--- src/rtl/bus_arb_pkg.sv ---
// Shared constants for the two-master system bus arbiter: FSM state encoding
// and bus widths.
package bus_arb_pkg;

  localparam int BUS_AW = 22;
  localparam int BUS_DW = 32;

  localparam logic [1:0] ST_IDLE = 2'd0;
  localparam logic [1:0] ST_GNT0 = 2'd1;
  localparam logic [1:0] ST_GNT1 = 2'd2;

  // One-hot grant vector (bit0 = m0, bit1 = m1) for a given state.
  function automatic logic [1:0] state_to_gnt(input logic [1:0] st);
    logic [1:0] g;
    g = 2'b00;
    if (st == ST_GNT0) g = 2'b01;
    if (st == ST_GNT1) g = 2'b10;
    return g;
  endfunction

endpackage

--- src/rtl/bus_arb_tmo.sv ---
// Hung-slave watchdog: counts granted cycles without bus_ack and flags expiry
// when the count reaches TIMEOUT_CYCLES-1. Only built with BUS_ARB_TIMEOUT_EN.
module bus_arb_tmo #(
  parameter int TIMEOUT_CYCLES = 1024
) (
  input  logic clk,
  input  logic rst,
  input  logic run,
  input  logic ack,
  output logic expire
);

  localparam logic [15:0] LIMIT = 16'(TIMEOUT_CYCLES - 1);

  logic [15:0] cnt_q;
  logic [15:0] cnt_d;

  // Every grant is preceded by an IDLE cycle, so clearing while not running
  // is the same as clearing on entry to a grant state.
  always_comb begin
    cnt_d = '0;
    if (run && !ack) cnt_d = cnt_q + 16'd1;
  end

  always_ff @(posedge clk) begin
    if (rst) cnt_q <= '0;
    else     cnt_q <= cnt_d;
  end

  assign expire = run && !ack && (cnt_q == LIMIT);

endmodule

--- src/rtl/bus_arb.sv ---
// Round-robin arbiter sharing the system bus between master 0 (CPU) and
// master 1. Optional hung-slave timeout enabled by defining BUS_ARB_TIMEOUT_EN.
module bus_arb
  import bus_arb_pkg::*;
#(
  parameter int TIMEOUT_CYCLES = 1024
) (
  input  logic              clk,
  input  logic              rst,
  input  logic              m0_stb,
  input  logic              m0_we,
  input  logic [BUS_AW-1:0] m0_addr,
  input  logic [BUS_DW-1:0] m0_dout,
  output logic [BUS_DW-1:0] m0_din,
  output logic              m0_ack,
  input  logic              m1_stb,
  input  logic              m1_we,
  input  logic [BUS_AW-1:0] m1_addr,
  input  logic [BUS_DW-1:0] m1_dout,
  output logic [BUS_DW-1:0] m1_din,
  output logic              m1_ack,
  output logic              bus_stb,
  output logic              bus_we,
  output logic [BUS_AW-1:0] bus_addr,
  output logic [BUS_DW-1:0] bus_dout,
  input  logic [BUS_DW-1:0] bus_din,
  input  logic              bus_ack,
  output logic [1:0]        gnt,
  output logic              tmo_err
);

  if (TIMEOUT_CYCLES < 2 || TIMEOUT_CYCLES > 65535) begin : g_bad_timeout
    $error("bus_arb: TIMEOUT_CYCLES must be in 2..65535");
  end

  logic [1:0] state_q, state_d;
  logic       last_q, last_d;

  logic              gnt0, gnt1;
  logic              sel_stb, sel_we;
  logic [BUS_AW-1:0] sel_addr;
  logic [BUS_DW-1:0] sel_dout;
  logic              tmo_expire;
  logic              tmo_hit;
  logic              done;
  logic              xfer_end;
  logic [BUS_DW-1:0] rd_data;

  assign gnt  = state_to_gnt(state_q);
  assign gnt0 = gnt[0];
  assign gnt1 = gnt[1];

  // NOTE: every signal written here gets a default first, so no path leaves a
  // value unassigned and no latch is inferred.
  always_comb begin
    sel_stb  = 1'b0;
    sel_we   = 1'b0;
    sel_addr = '0;
    sel_dout = '0;
    if (gnt0) begin
      sel_stb  = m0_stb;
      sel_we   = m0_we;
      sel_addr = m0_addr;
      sel_dout = m0_dout;
    end else if (gnt1) begin
      sel_stb  = m1_stb;
      sel_we   = m1_we;
      sel_addr = m1_addr;
      sel_dout = m1_dout;
    end
  end

`ifdef BUS_ARB_TIMEOUT_EN
  logic tmo_err_q;

  bus_arb_tmo #(
    .TIMEOUT_CYCLES(TIMEOUT_CYCLES)
  ) u_tmo (
    .clk    (clk),
    .rst    (rst),
    .run    (gnt0 | gnt1),
    .ack    (bus_ack),
    .expire (tmo_expire)
  );

  always_ff @(posedge clk) begin
    if (rst)          tmo_err_q <= 1'b0;
    else if (tmo_hit) tmo_err_q <= 1'b1;
  end

  assign tmo_err = tmo_err_q;
`else
  assign tmo_expire = 1'b0;
  assign tmo_err    = 1'b0;
`endif

  // A master that dropped its strobe early gets neither a completion nor a
  // timeout ack; the grant is simply released.
  assign done     = sel_stb & bus_ack;
  assign tmo_hit  = sel_stb & tmo_expire;
  assign xfer_end = done | tmo_hit;
  assign rd_data  = done ? bus_din : '0;

  assign bus_stb  = sel_stb & ~tmo_hit;
  assign bus_we   = sel_we;
  assign bus_addr = sel_addr;
  assign bus_dout = sel_dout;

  assign m0_ack = gnt0 & xfer_end;
  assign m1_ack = gnt1 & xfer_end;
  assign m0_din = gnt0 ? rd_data : '0;
  assign m1_din = gnt1 ? rd_data : '0;

  always_comb begin
    state_d = state_q;
    last_d  = last_q;
    case (state_q)
      ST_IDLE: begin
        if (m0_stb && m1_stb) state_d = last_q ? ST_GNT0 : ST_GNT1;
        else if (m0_stb)      state_d = ST_GNT0;
        else if (m1_stb)      state_d = ST_GNT1;
      end
      ST_GNT0, ST_GNT1: begin
        if (!sel_stb) begin
          state_d = ST_IDLE;
        end else if (xfer_end) begin
          state_d = ST_IDLE;
          last_d  = (state_q == ST_GNT1);
        end
      end
      default: state_d = ST_IDLE;
    endcase
  end

  // NOTE: state registers use non-blocking assignments so every flop samples
  // the pre-edge values, independent of block ordering.
  always_ff @(posedge clk) begin
    if (rst) begin
      state_q <= ST_IDLE;
      last_q  <= 1'b1;
    end else begin
      state_q <= state_d;
      last_q  <= last_d;
    end
  end

endmodule

--- config.mk ---
export PLATFORM = sky130hd
export DESIGN_NAME = bus_arb
export DESIGN_NICKNAME = d
export VERILOG_FILES = /design/src/rtl/bus_arb_pkg.sv /design/src/rtl/bus_arb_tmo.sv /design/src/rtl/bus_arb.sv
export SDC_FILE = /design/constraint.sdc
export NUM_CORES = 1
export LEC_CHECK = 0
export ABC_AREA = 1
export BUFFER_PORTS_ARGS = -buffer_cell sky130_fd_sc_hd__buf_2
export CAP_MARGIN = 15
export CORE_AREA = 3 3 105 107
export CTS_BUF_LIST = sky130_fd_sc_hd__clkbuf_4 sky130_fd_sc_hd__clkbuf_8
export DETAILED_ROUTE_END_ITERATION = 10
export DIE_AREA = 0 0 108 110
export PLACE_DENSITY = 0.47
export SYNTH_ARGS = -nofsm -noshare
export SYNTH_HDL_FRONTEND = slang
export SYNTH_SLANG_ARGS = --single-unit
export TNS_END_PERCENT = 50
--- constraint.sdc ---
create_clock -name clk -period 2.7 [get_ports clk]
set_clock_uncertainty 0.15 [all_clocks]
set_input_delay 0.135 -clock clk [delete_from_list [all_inputs] [get_ports clk]]
set_output_delay 0.135 -clock clk [all_outputs]
set_load 0.1 [all_outputs]
### After elaboration in Yosys (flattened, before gate mapping)

Index checks and enable logic that the tools add are counted.

* bits in registers: 3
* input port bits: 147
* output and inout bits: 125
* word-level logic and storage cells: 34

* equality and inequality tests: 4
* muxes and demuxes: 20
* bitwise operators: 3
* reductions and logical operators: 5

Operators with widths (count)
* $mux 32: 5
* $mux 22: 2
* $mux 2: 7
* $mux 1: 5
* $ne 4x4->1 const B: 1
* $pmux 2 s2: 1
* $and 1x1->1: 3
* $ne 3x3->1 const B: 1
* $reduce_and 3->1: 1
* $eq 2x1->1 const B: 1
* $eq 2x2->1 const B: 1
* $logic_not 2->1: 1
* $reduce_and 2->1: 1
* $reduce_or 2->1: 1
* $logic_and 1x1->1: 1

### Logic depth before layout (Yosys ltp)

Gate-level depths: netlist of the first run.

* depth after elaboration: 9
* depth in mapped cells: 9
* depth with buffers taken out: 9

### Worst setup path before layout of the first run

OpenSTA, ideal clock, no wires.

* path kind: register to output
* from: register state_q[0]
* to: output port m1_din[22]
* data arrival time: 3593 ps
* path slack: -1178 ps
* cell stages (with the launch flop): 8
* cell sequence: dfxtp_1 -> inv_1 -> ha_1 -> nand3_1 -> nand2_2 -> nand3_4 -> buf_6 -> nor2_1

* cells in the longest elaborated chain, start to end: 7

Ends and longest elaborated chain
* start, declared: RTL line bus_arb.sv:36 `logic [1:0] state_q, state_d;`
* start signal, assigned: RTL line bus_arb.sv:142 `state_q <= state_d;`
* $eq 2x2->1: RTL line bus_arb_pkg.sv:17 `if (st == ST_GNT1) g = 2'b10;`
* $mux 2: RTL line bus_arb_pkg.sv:17
* via gnt[1]: RTL line bus_arb.sv:28 `output logic [1:0] gnt,`
* $mux 1: RTL line bus_arb.sv:65 `end else if (gnt1) begin`
* $mux 1: RTL line bus_arb.sv:60 `if (gnt0) begin`
* via bus_stb: RTL line bus_arb.sv:22 `output logic bus_stb,`
* $and 1x1->1: RTL line bus_arb.sv:99 `assign done = sel_stb & bus_ack;`
* $mux 32: RTL line bus_arb.sv:102 `assign rd_data = done ? bus_din : '0;`
* $mux 32: RTL line bus_arb.sv:112 `assign m1_din = gnt1 ? rd_data : '0;`
* end, declared: RTL line bus_arb.sv:20 `output logic [BUS_DW-1:0] m1_din,`

The timed path passes the listed nets, and every way through them passes these cells.

### Worst setup path after layout of the first run

* from: register state_q[0]
* to: output port bus_dout[5]

* cells in the longest elaborated chain, start to end: 4

Ends and longest elaborated chain
* $eq 2x2->1 / $eq 2x1->1 (equally long branches): RTL line bus_arb_pkg.sv:17, bus_arb_pkg.sv:16
* $mux 2 *: RTL line bus_arb_pkg.sv:17
* $mux 32 / $mux 2 (equally long branches): RTL line bus_arb.sv:65, bus_arb_pkg.sv:17
* $mux 32 *: RTL line bus_arb.sv:60
* end, declared: RTL line bus_arb.sv:25 `output logic [BUS_DW-1:0] bus_dout,`

Every way passes the cells marked *; elsewhere a longest branch is shown, timed or not.

==> results of run 1 <==
-- stage by stage --
step                hold slack, ns  setup TNS (ns)  setup slack (ns)  cells
finish                    0.003880               0            0.3451    719
global route               0.03958               0            0.1713    719
CTS                       0.003264               0            0.3504    719
detailed placement          0.2276               0            0.5848    715
global placement            0.2244               0            0.6143    715
floorplan                   0.1165         -0.2520          -0.08400    326
-- report_power, final --
| group | total, uW | internal (uW) | switching, uW |
|---|---|---|---|
| registers | 53.1 | 49.5 | 3.61 |
| logic | 1660 | 315 | 1350 |
| clock network | 140 | 111 | 29.1 |
-- layout make-up --
cell class              instances  share of cell area [%]
clock buffers                   4                   1.136
inverters                      40                   3.582
multi-input cells             258                   33.08
flip-flops and latches          3                   1.398
well taps                     136                   3.960
repair buffers                278                   56.84
-- path summary, 6_finish.rpt --
path,from,to,slack (ns)
setup / recovery,state_q[0]$_SDFFE_PP0P_,bus_dout[5],0.35
hold / removal,rst,last_q$_SDFFE_PP1P_,0.004
setup reg to reg,state_q[0]$_SDFFE_PP0P_,last_q$_SDFFE_PP1P_,1.05
hold reg to reg,last_q$_SDFFE_PP1P_,last_q$_SDFFE_PP1P_,0.31
-- worst min-delay path, cell delays in order --
cell and delay, ns:
buf_2 0.08, inv_1 0.05, nand3_1 0.07
-- per-layer routing --
layer	share of wire, %	up-vias	track usage, %	wire length, microns
met3	10	4	3.611	918
met5	0	-	0	0
li1	-	1499	-	-
met2	56	144	27.18	5154
met4	0.59	0	2.164	54
met1	33	1245	13.67	3006
-- cell usage in the layout, fill, tap and decap left out, types with 2 or more instances in the layout --
cell type	Yosys	layout
buf_4	1	6
nand3_1	62	61
inv_1	40	39
a21oi_1	2	2
clkbuf_8	0	3
nand2_1	119	119
nor2_4	0	32
buf_2	11	203
ha_2	0	2
nor2_2	0	29
nor2_1	68	7
buf_12	0	69
dfxtp_1	3	3
-- logic make-up (layout without fill, tap and decap cells) --
family	Yosys count	in the layout	share of synthesized area, %
AOI/OAI and AO/OA	2	2	0.6963
and+or+nand+nor	252	252	72.50
adders and majority gates	3	3	2.611
other	1	1	0.2608
buffers and inverters	65	322	19.76
DFF	3	3	4.178
-- sequential cells by signal (all words and copies together), names as in the netlist --
register  flops
state_q       2
last_q        1
-- cell usage after synthesis --
| cell type | n | area, sq um |
|---|---|---|
| nand2_1 | 119 | 446.7 |
| buf_1 | 2 | 7.510 |
| a21oi_1 | 2 | 10.01 |
| ha_1 | 3 | 37.54 |
| conb_1 | 1 | 3.750 |
| nand3_4 | 1 | 17.52 |
| buf_4 | 1 | 7.510 |
| dfxtp_1 | 3 | 60.06 |
| nand3_1 | 62 | 310.3 |
| inv_1 | 40 | 150.1 |
| nand2_2 | 1 | 6.260 |
| nor2_1 | 68 | 255.2 |
| clkbuf_1 | 8 | 30.03 |
| buf_6 | 3 | 33.78 |
| buf_2 | 11 | 55.05 |
| nand4_1 | 1 | 6.260 |
==> metrics.log, run 1 <==
[metrics] Tcrit/Tclk final: 87.22%
[metrics] maximum vdd drop: 0.2819 mV
[metrics] clock latency of the later-clocked register in the worst-skew pair: 0.21 ns
[metrics] number of cells on the critical path: 6
[metrics] launching element type of the critical path: register
[metrics] number of clock sinks: 3
[metrics] Reg2Reg Depth: 5
[metrics] clock tree buffer depth: 2
[metrics] Global Route Usage Sum: 13.34%
[metrics] number of buffer and inverter instances along the worst setup path: 3
[metrics] Final Cell Area: 0.004297 sq mm
[metrics] number of vias per cell after detailed routing: 4.022
[metrics] synthesized instance count: 326
[metrics] number of global-route vias before repair: 2,724
[metrics] combined area of the multi-input logic cells: 0.001421 sq mm
[metrics] Tightest Pin Transition: 0.5931 ns
[metrics] Resize count post-CTS: 0
[metrics] final antenna-violating net count: 0
[metrics] Critical Path Slowest Stage Cell: buf_4
[metrics] power density over the cells: 432.0 mW/mm^2
[metrics] TritonCTS clock tree: done
[metrics] net count of the mapped netlist: 476
[metrics] wire length per cell: 12.70 microns
[metrics] hold_buf cts: 0
[metrics] DIE HEIGHT: 110 microns
[metrics] Mapped Avg Cell Area: 4.410 sq um
[metrics] final RePlAce weighted congestion: 0.7801
[metrics] 1st-pass router iterations: 4
[metrics] Max-Slew Margin vs Limit: 60.46%
[metrics] number of cells traversed by the worst hold path: 3
[metrics] floorplan die area: 0.01188 sq mm
[metrics] Floorplan Core Area: 0.01023 sq mm
[metrics] final period demand of the worst path: 2.355 ns
[metrics] initial cell density of the core: 14.05%
[metrics] total number of vias: 2,892
[metrics] Static Leakage: 0.002387 uW
[metrics] critical path's top delay family: buffers and inverters
[metrics] # Max-Cap Violations: 0
[metrics] largest net degree at the start of global routing: 58
[metrics] Setup Viol. Count Final: 0
[metrics] initial antenna violation count: 0
[metrics] cells along the critical path: inv_1 > ha_2 > buf_4 > nand3_1 > nand2_1 > buf_2
[metrics] Final Max Tran Viols: 0
[metrics] number of inserted diodes: 0
[metrics] largest fanout of any net on the critical path: 57
[metrics] remaining design rule violation count: 0
[metrics] element type at the critical path end: output pin
[metrics] signed area change from the synthesized netlist to the final layout: 198.9%
[metrics] violation count after the first detailed-routing iteration: 229
[metrics] clock slew at the register clock pins of the worst setup and hold paths: 0.03 ns
[metrics] final cell utilization of the core: 42.00%
[metrics] placed standard-cell area: 0.004248 sq mm
[metrics] share of cells above drive strength 1: 59.86%
[metrics] type of the worst setup path: register to output pin
[metrics] HPWL after detailed placement: 7985 microns
[metrics] status: complete, no violations
[metrics] yosys warns: 0
[metrics] root buffer cell: clkbuf_8
[metrics] sequential-to-total area share from yosys stat: 4.178%
[metrics] TritonCTS buffer count: 3
[metrics] top-level port count: 272
[metrics] worst path required time: 2.41 ns
[metrics] # fillers: 1,054
[metrics] unrepaired setup endpoints after global routing: false
[metrics] signal arrival time at the worst endpoint: 2.07 ns
[metrics] final hold violation count: 0
[metrics] class of the most critical hold timing path: input pin to register
[metrics] Die W: 108 microns
[metrics] final global-route overflow total: 0
[metrics] CTS H-tree lvls: 1
[metrics] post-synthesis cell type count: 16
[metrics] #FFs+latches synth: 3
[metrics] count of buffers from port buffering: 270
[metrics] first-pass GRT wire length: 13,010 microns
[metrics] total detailed-routing wirelength: 9133 microns
[metrics] Total Power: 1856 uW
[metrics] Post-CTS Setup Inserts: 0
[metrics] post-synthesis cell area: 0.001438 sq mm
[metrics] largest incremental delay on the critical path: 0.49 ns
[metrics] flip-flop and latch area: 60.06 sq um
[metrics] number of core rows: 37
[metrics] highest clock frequency the design can meet: 424.6 MHz
[metrics] Post-layout nets: 734
No activity file was read; power rests on OpenSTA's default activity.
==> run 2, diff against run 1 <==
--- a/constraint.sdc
+++ b/constraint.sdc
@@ -4,2 +4,2 @@
 set_output_delay 0.135 -clock clk [all_outputs]
-set_load 0.1 [all_outputs]
+set_load 0.005 [all_outputs]
==> run 2 against run 1 <==
Net effect: sequential share of layout area up 0.66 points; clock-buffer cell count is the same; maximum frequency is 14% higher; die area did not move; final area shrank 32%; setup slack gained 0.29 ns; sequential power about the same; clock power barely moved; power down 59%; sequential cell count did not move; cell count shrank 0.56%.
==> metrics.log, run 2 (synthesized netlist as in run 1, its figures left out) <==
[metrics] status: complete, no violations (unchanged)
[metrics] CTS H-tree lvls: 1 (unchanged)
[metrics] Post-CTS Setup Inserts: 0 (unchanged)
[metrics] Internal Pwr Total: 409.8 uW (was 474.8 uW)
[metrics] first-pass GRT wire length: 11,900 microns (was 13,010 microns)
[metrics] # Max-Cap Violations: 0 (unchanged)
[metrics] number of global-route vias before repair: 2,583 (was 2,724)
[metrics] Post-layout nets: 730 (was 734)
[metrics] final sum of negative setup slack: 0 ns (unchanged)
[metrics] signed area change from the synthesized netlist to the final layout: 103.2% (was 198.9%)
[metrics] Tightest Pin Transition: 0.5614 ns (was 0.5931 ns)
[metrics] maximum vdd drop: 0.09225 mV (was 0.2819 mV)
[metrics] initial cell density of the core: 14.05% (unchanged)
[metrics] share of cells above drive strength 1: 48.70% (was 59.86%)
[metrics] sw power: 343.5 uW (was 1381 uW)
[metrics] most frequent cells in the layout: buf_2 (270), nand2_1 (119), nor2_1 (68) (was buf_2 (203), nand2_1 (119), buf_12 (69))
[metrics] Max-Slew Margin vs Limit: 62.57% (was 60.46%)
[metrics] worst path required time: 2.41 ns (about the same)
[metrics] largest fanout of any net on the critical path: 58 (was 57)
[metrics] clock slew at the register clock pins of the worst setup and hold paths: 0.03 ns (about the same)
[metrics] total number of vias: 2,924 (was 2,892)
[metrics] violation count after the first detailed-routing iteration: 127 (was 229)
[metrics] Combinational Power Share: 74.3% (was 89.6%)
[metrics] Resize count post-CTS: 0 (unchanged)
[metrics] unrepaired setup endpoints after global routing: false (unchanged)
[metrics] signal arrival time at the worst endpoint: 1.78 ns (was 2.07 ns)
[metrics] TritonCTS buffer count: 3 (unchanged)
[metrics] Setup Viol. Count Final: 0 (unchanged)
[metrics] Floorplan Core Area: 0.01023 sq mm (unchanged)
[metrics] floorplan die area: 0.01188 sq mm (unchanged)
[metrics] number of clock sinks: 3 (unchanged)
[metrics] largest incremental delay on the critical path: 0.34 ns (was 0.49 ns)
[metrics] element type at the critical path end: output pin (unchanged)
[metrics] switching share of power: 45.60% (was 74.42%)
[metrics] most common cell after layout, fill and taps aside: buf_2 (unchanged)
[metrics] cells along the critical path: inv_1 > ha_2 > buf_12 > nand3_4 > nor2_1 > buf_2 (was inv_1 > ha_2 > buf_4 > nand3_1 > nand2_1 > buf_2)
[metrics] register with the most flip-flops: state_q (unchanged)
[metrics] Critical Path Start: state_q[0]$_SDFFE_PP0P_ (unchanged)
[metrics] final global-route overflow total: 0 (unchanged)
[metrics] class of the most critical hold timing path: input pin to register (unchanged)
[metrics] initial antenna violation count: 1 (was 0)
[metrics] Static Leakage: 0.002203 uW (was 0.002387 uW)
[metrics] power density over the cells: 257.8 mW/mm^2 (was 432.0 mW/mm^2)
[metrics] hold_buf cts: 0 (unchanged)
[metrics] Cells after DPL: 711 (was 715)
[metrics] top-level port count: 272 (unchanged)
[metrics] Clk pwr share: 18.6% (was 7.5%)
[metrics] biggest registers after layout: state_q x2, last_q x1 (unchanged)
[metrics] Die W: 108 microns (unchanged)
[metrics] Total Power: 753.3 uW (was 1856 uW)
[metrics] final RePlAce weighted congestion: 0.8253 (was 0.7801)
[metrics] Largest register FFs: 2 (unchanged)
[metrics] Global Route Usage Sum: 12.29% (was 13.34%)
[metrics] beginning of the worst hold path: rst (unchanged)
[metrics] largest net degree at the start of global routing: 59 (was 58)
[metrics] final antenna-violating net count: 0 (unchanged)
[metrics] remaining design rule violation count: 0 (unchanged)
[metrics] beginning of the worst register-to-register path: state_q[1]$_SDFFE_PP0P_ (was state_q[0]$_SDFFE_PP0P_)
[metrics] clock tree buffer depth: 2 (unchanged)
[metrics] Tcrit/Tclk final: 76.60% (was 87.22%)
[metrics] final hold violation count: 0 (unchanged)
[metrics] 1st-pass router iterations: 4 (unchanged)
[metrics] Final Max Tran Viols: 0 (unchanged)
[metrics] final cell utilization of the core: 28.56% (was 42.00%)
[metrics] number of inserted diodes: 0 (unchanged)
[metrics] number of core rows: 37 (unchanged)
[metrics] sequential cell fraction of total power: 7.1% (was 2.9%)
[metrics] HPWL after detailed placement: 7070 microns (was 7985 microns)
[metrics] launching element type of the critical path: register (unchanged)
[metrics] type of the worst setup path: register to output pin (unchanged)
[metrics] count of buffers from port buffering: 270 (unchanged)
[metrics] clock latency of the later-clocked register in the worst-skew pair: 0.22 ns (was 0.21 ns)
[metrics] total detailed-routing wirelength: 8476 microns (was 9133 microns)
[metrics] worst reg-to-reg setup slack: 1.23 ns (was 1.05 ns)
[metrics] Final Instance Count excl. Fillers: 715 (was 719)
[metrics] Critical Path Slowest Stage Cell: nand3_4 (was buf_4)
[metrics] wire length per cell: 11.85 microns (was 12.70 microns)
[metrics] highest clock frequency the design can meet: 483.5 MHz (was 424.6 MHz)
[metrics] DIE HEIGHT: 110 microns (unchanged)
[metrics] root buffer cell: clkbuf_8 (unchanged)
[metrics] final period demand of the worst path: 2.068 ns (was 2.355 ns)
[metrics] number of vias per cell after detailed routing: 4.090 (was 4.022)
[metrics] TritonCTS clock tree: done (unchanged)
run 2: cell types whose count changed in the layout (fill, tap and decap cells not counted), moves of 3 or more:
cell,previous run,this run
nor2_4,32,0
buf_12,69,1
nor2_1,7,68
nor2_2,29,0
buf_4,6,3
buf_2,203,270
run 2: per-stage QoR:
stage	hold WS [ns]	cell area [sq um]	setup WS [ns]
3_5_place_dp	0.2301	2873	0.8146
2_1_floorplan	0.1165	1438	1.130
6_report	0.004218	2922	0.6319
4_1_cts	0.007815	2922	0.5837
5_1_grt	0.01217	2922	0.4876
3_3_place_gp	0.2260	2873	0.8782
run 2: layout make-up:
type / count / area (sq um)
Sequential cell: 3 / 60.06
Timing Repair Buffer: 274 / 1394
Inverter: 40 / 150.1
Tap cell: 136 / 170.2
Fill cell: 1190 / 7310
Multi-Input combinational cell: 258 / 1099
Clock buffer: 4 / 48.80
run 2: path summary, 6_finish.rpt:
kind,to,cells past startpoint
worst max-delay path,m1_din[11],6
worst min register to register,last_q$_SDFFE_PP1P_,2
worst min-delay path,last_q$_SDFFE_PP1P_,3
worst max register to register,state_q[0]$_SDFFE_PP0P_,9
run 2: layer usage:
layer	global-route usage [%]	part of all wire [%]
met1	12.76	37
met2	25.18	51
met3	2.679	10
met4	2.254	1.2
met5	0	0.15
run 2: power groups by stage:
stage	logic [uW]	registers, uW	clock network, uW
floorplan	278	52.8	0
global placement	566	53.5	0
detailed placement	569	53.6	0
CTS	572	53.1	143
global route	635	53.6	149
finish	560	53.2	140
run 2: worst max-delay path, delay by kind of cell, from the launching register on:
kind / cells / cell delay (ns)
and+or+nand+nor: 2 / 0.53
buffers and inverters: 3 / 0.48
DFF: 1 / 0.32
adders and majority gates: 1 / 0.22
==> run 3, diff against run 2 <==
clock period = 2 ns   (was 2.7 ns; I/O delays follow)
==> run 3 against run 2 <==
Net effect: global-route usage fell by 0.62 points; sequential cell count did not move; routed wire length rose by 2.3%; die area did not move; worst hold slack improved by 0.16 ns; utilization rose by 1.1 points; final area rose by 3.8%; clock power rose by 35%; via count rose by 0.24%; power rose by 41%; combinational power rose by 42%; sequential share of layout area barely moved; critical path type unchanged; highest routed layer is now met4.
==> metrics.log, run 3 (synthesized netlist as in run 1, its figures left out) <==
[metrics] status: complete, no violations (unchanged)
[metrics] Setup Viol. Count Final: 0 (unchanged)
[metrics] 1st-pass router iterations: 5 (was 4)
[metrics] # Max-Cap Violations: 0 (unchanged)
[metrics] CTS H-tree lvls: 1 (unchanged)
[metrics] violation count after the first detailed-routing iteration: 153 (was 127)
[metrics] signed area change from the synthesized netlist to the final layout: 110.9% (was 103.2%)
[metrics] clock latency of the later-clocked register in the worst-skew pair: 0.21 ns (was 0.22 ns)
[metrics] top-level port count: 272 (unchanged)
[metrics] final global-route overflow total: 0 (unchanged)
[metrics] largest net degree at the start of global routing: 58 (was 59)
[metrics] Largest register FFs: 2 (unchanged)
[metrics] final RePlAce weighted congestion: 0.8022 (was 0.8253)
[metrics] number of inserted diodes: 0 (unchanged)
[metrics] Floorplan Core Area: 0.01023 sq mm (unchanged)
[metrics] Static Leakage: 0.002222 uW (was 0.002203 uW)
[metrics] flip-flop and latch area: 61.31 sq um (was 60.06 sq um)
[metrics] most common cell after layout, fill and taps aside: buf_2 (unchanged)
[metrics] final sum of negative setup slack: 0 ns (unchanged)
[metrics] type of the worst setup path: register to output pin (unchanged)
[metrics] unrepaired setup endpoints after global routing: true (was false)
[metrics] TritonCTS buffer count: 3 (unchanged)
[metrics] largest fanout of any net on the critical path: 16 (was 58)
[metrics] Combinational Power Share: 75.2% (was 74.3%)
[metrics] # fillers: 1,187 (was 1,190)
[metrics] share of cells above drive strength 1: 50.00% (was 48.70%)
[metrics] Internal Pwr Total: 574.6 uW (was 409.8 uW)
[metrics] worst path required time: 1.75 ns (was 2.41 ns)
[metrics] Cells after DPL: 711 (unchanged)
[metrics] number of global-route vias before repair: 2,537 (was 2,583)
[metrics] Global Route Usage Sum: 11.67% (was 12.29%)
[metrics] TritonCTS clock tree: done (unchanged)
[metrics] Final Instance Count excl. Fillers: 720 (was 715)
[metrics] Tcrit/Tclk final: 95.79%
[metrics] sequential cell fraction of total power: 7.0% (was 7.1%)
[metrics] class of the most critical hold timing path: input pin to register (unchanged)
[metrics] Total Power: 1059 uW (was 753.3 uW)
[metrics] root buffer cell: clkbuf_8 (unchanged)
[metrics] worst-case setup margin in the final layout: 0.08423 ns (was 0.6319 ns)
[metrics] total detailed-routing wirelength: 8668 microns (was 8476 microns)
[metrics] switching share of power: 45.76% (was 45.60%)
[metrics] remaining design rule violation count: 0 (unchanged)
[metrics] initial antenna violation count: 0 (was 1)
[metrics] signal arrival time at the worst endpoint: 1.67 ns (was 1.78 ns)
[metrics] maximum vdd drop: 0.1696 mV (was 0.09225 mV)
[metrics] clock tree buffer depth: 2 (unchanged)
[metrics] Post-layout nets: 735 (was 730)
[metrics] biggest registers after layout: state_q x2, last_q x1 (unchanged)
[metrics] final period demand of the worst path: 1.916 ns
[metrics] Die W: 108 microns (unchanged)
[metrics] sw power: 484.8 uW (was 343.5 uW)
[metrics] combined area of the multi-input logic cells: 0.001174 sq mm (was 0.001099 sq mm)
[metrics] clock slew at the register clock pins of the worst setup and hold paths: 0.03 ns (about the same)
[metrics] number of core rows: 37 (unchanged)
[metrics] highest clock frequency the design can meet: 522.0 MHz
[metrics] first-pass GRT wire length: 11,350 microns (was 11,900 microns)
[metrics] Critical Path Slowest Stage Cell: dfxtp_2 (was nand3_4)
[metrics] count of buffers from port buffering: 270 (unchanged)
[metrics] HPWL after detailed placement: 6801 microns (was 7070 microns)
[metrics] wire length per cell: 12.04 microns (was 11.85 microns)
[metrics] Clk pwr share: 17.8% (was 18.6%)
[metrics] final hold violation count: 0 (unchanged)
[metrics] register with the most flip-flops: state_q (unchanged)
[metrics] cells along the critical path: inv_1 > ha_2 > clkinv_1 > nand3_2 > nand2_4 > nand3_4 > nor2_1 > buf_2 (was inv_1 > ha_2 > buf_12 > nand3_4 > nor2_1 > buf_2)
[metrics] power density over the cells: 349.5 mW/mm^2 (was 257.8 mW/mm^2)
[metrics] Final Max Tran Viols: 0 (unchanged)
[metrics] largest incremental delay on the critical path: 0.35 ns (was 0.34 ns)
[metrics] number of clock sinks: 3 (unchanged)
[metrics] floorplan die area: 0.01188 sq mm (unchanged)
[metrics] critical path's top delay family: simple AND/OR/NAND/NOR gates (unchanged)
[metrics] number of vias per cell after detailed routing: 4.071 (was 4.090)
[metrics] final cell utilization of the core: 29.63% (was 28.56%)
[metrics] most frequent cells in the layout: buf_2 (270), nand2_1 (119), nor2_1 (64) (was buf_2 (270), nand2_1 (119), nor2_1 (68))
[metrics] total number of vias: 2,931 (was 2,924)
[metrics] initial cell density of the core: 14.05% (unchanged)
[metrics] launching element type of the critical path: register (unchanged)
[metrics] DIE HEIGHT: 110 microns (unchanged)
[metrics] element type at the critical path end: output pin (unchanged)
[metrics] number of buffer and inverter instances along the worst setup path: 3 (unchanged)
[metrics] final antenna-violating net count: 0 (unchanged)
[metrics] Setup WS pre-CTS: 0.2179 ns (was 0.8146 ns)
run 3: cell types whose count changed in the layout (fill, tap and decap cells not counted), sizes merged:
cell	change
buf	+1
dlygate4sd3	+1
nand3	+3
run 3: worst paths after layout:
kind	cells past startpoint	to	startpoint	slack, ns
worst min-delay path	5	state_q[0]$_SDFFE_PP0P_	m0_stb	0.16
worst min register to register	2	last_q$_SDFFE_PP1P_	last_q$_SDFFE_PP1P_	0.31
worst max-delay path	8	m1_din[6]	state_q[1]$_SDFFE_PP0P_	0.08
worst max register to register	10	state_q[0]$_SDFFE_PP0P_	state_q[1]$_SDFFE_PP0P_	0.30
run 3: worst reg2reg max path, cell delays in order (launching register included):
cell      delay [ns]
dfxtp_2         0.33
inv_1           0.08
ha_2            0.21
clkinv_1        0.14
nand3_2         0.11
nand2_4         0.11
buf_4           0.16
nand2_1         0.12
nand3_1         0.09
nand2_1         0.06
nor2_1          0.03
run 3: what timing repair did:
action                                  CTS  global route
endpoints found under the hold margin     1             0
setup buffers                             0             1
pin swaps                                 0             6
endpoints found under the setup margin    9            68
hold buffers                              1             0
gates cloned                              0             3
gates resized for setup                   0            11
run 3: area by class of cell:
cell class	instances	share of cell area [%]
clock buffers	4	1.610
flip-flops and latches	3	2.022
inverters	40	4.953
multi-input cells	261	38.71
repair buffers	276	47.09
well taps	136	5.613
run 3: power by group through the flow:
stage / clock network (uW) / logic (uW) / registers, uW
3_5_place_dp: 0 / 774 / 72.4
2_1_floorplan: 0 / 375 / 71.2
6_report: 189 / 797 / 73.8
3_3_place_gp: 0 / 771 / 72.3
4_1_cts: 192 / 780 / 71.7
5_1_grt: 197 / 902 / 74.7
run 3: routing by layer:
metal  share of wire, %  wire (microns)  global-route usage [%]  vias up
li1                   -               -                       -     1505
met5                  0               0                       0        -
met1                 37            3166                   12.01     1233
met4                1.2             105                   1.623        0
met2                 52            4485                   24.91      187
met3                 10             910                   1.747        6
run 3: through the flow:
stage,instance area (sq um),hold slack [ns]
3_3_place_gp,2885,0.1957
3_5_place_dp,2885,0.2044
5_1_grt,3032,0.2046
6_report,3032,0.1612
2_1_floorplan,1438,0.08153
4_1_cts,2944,0.09516
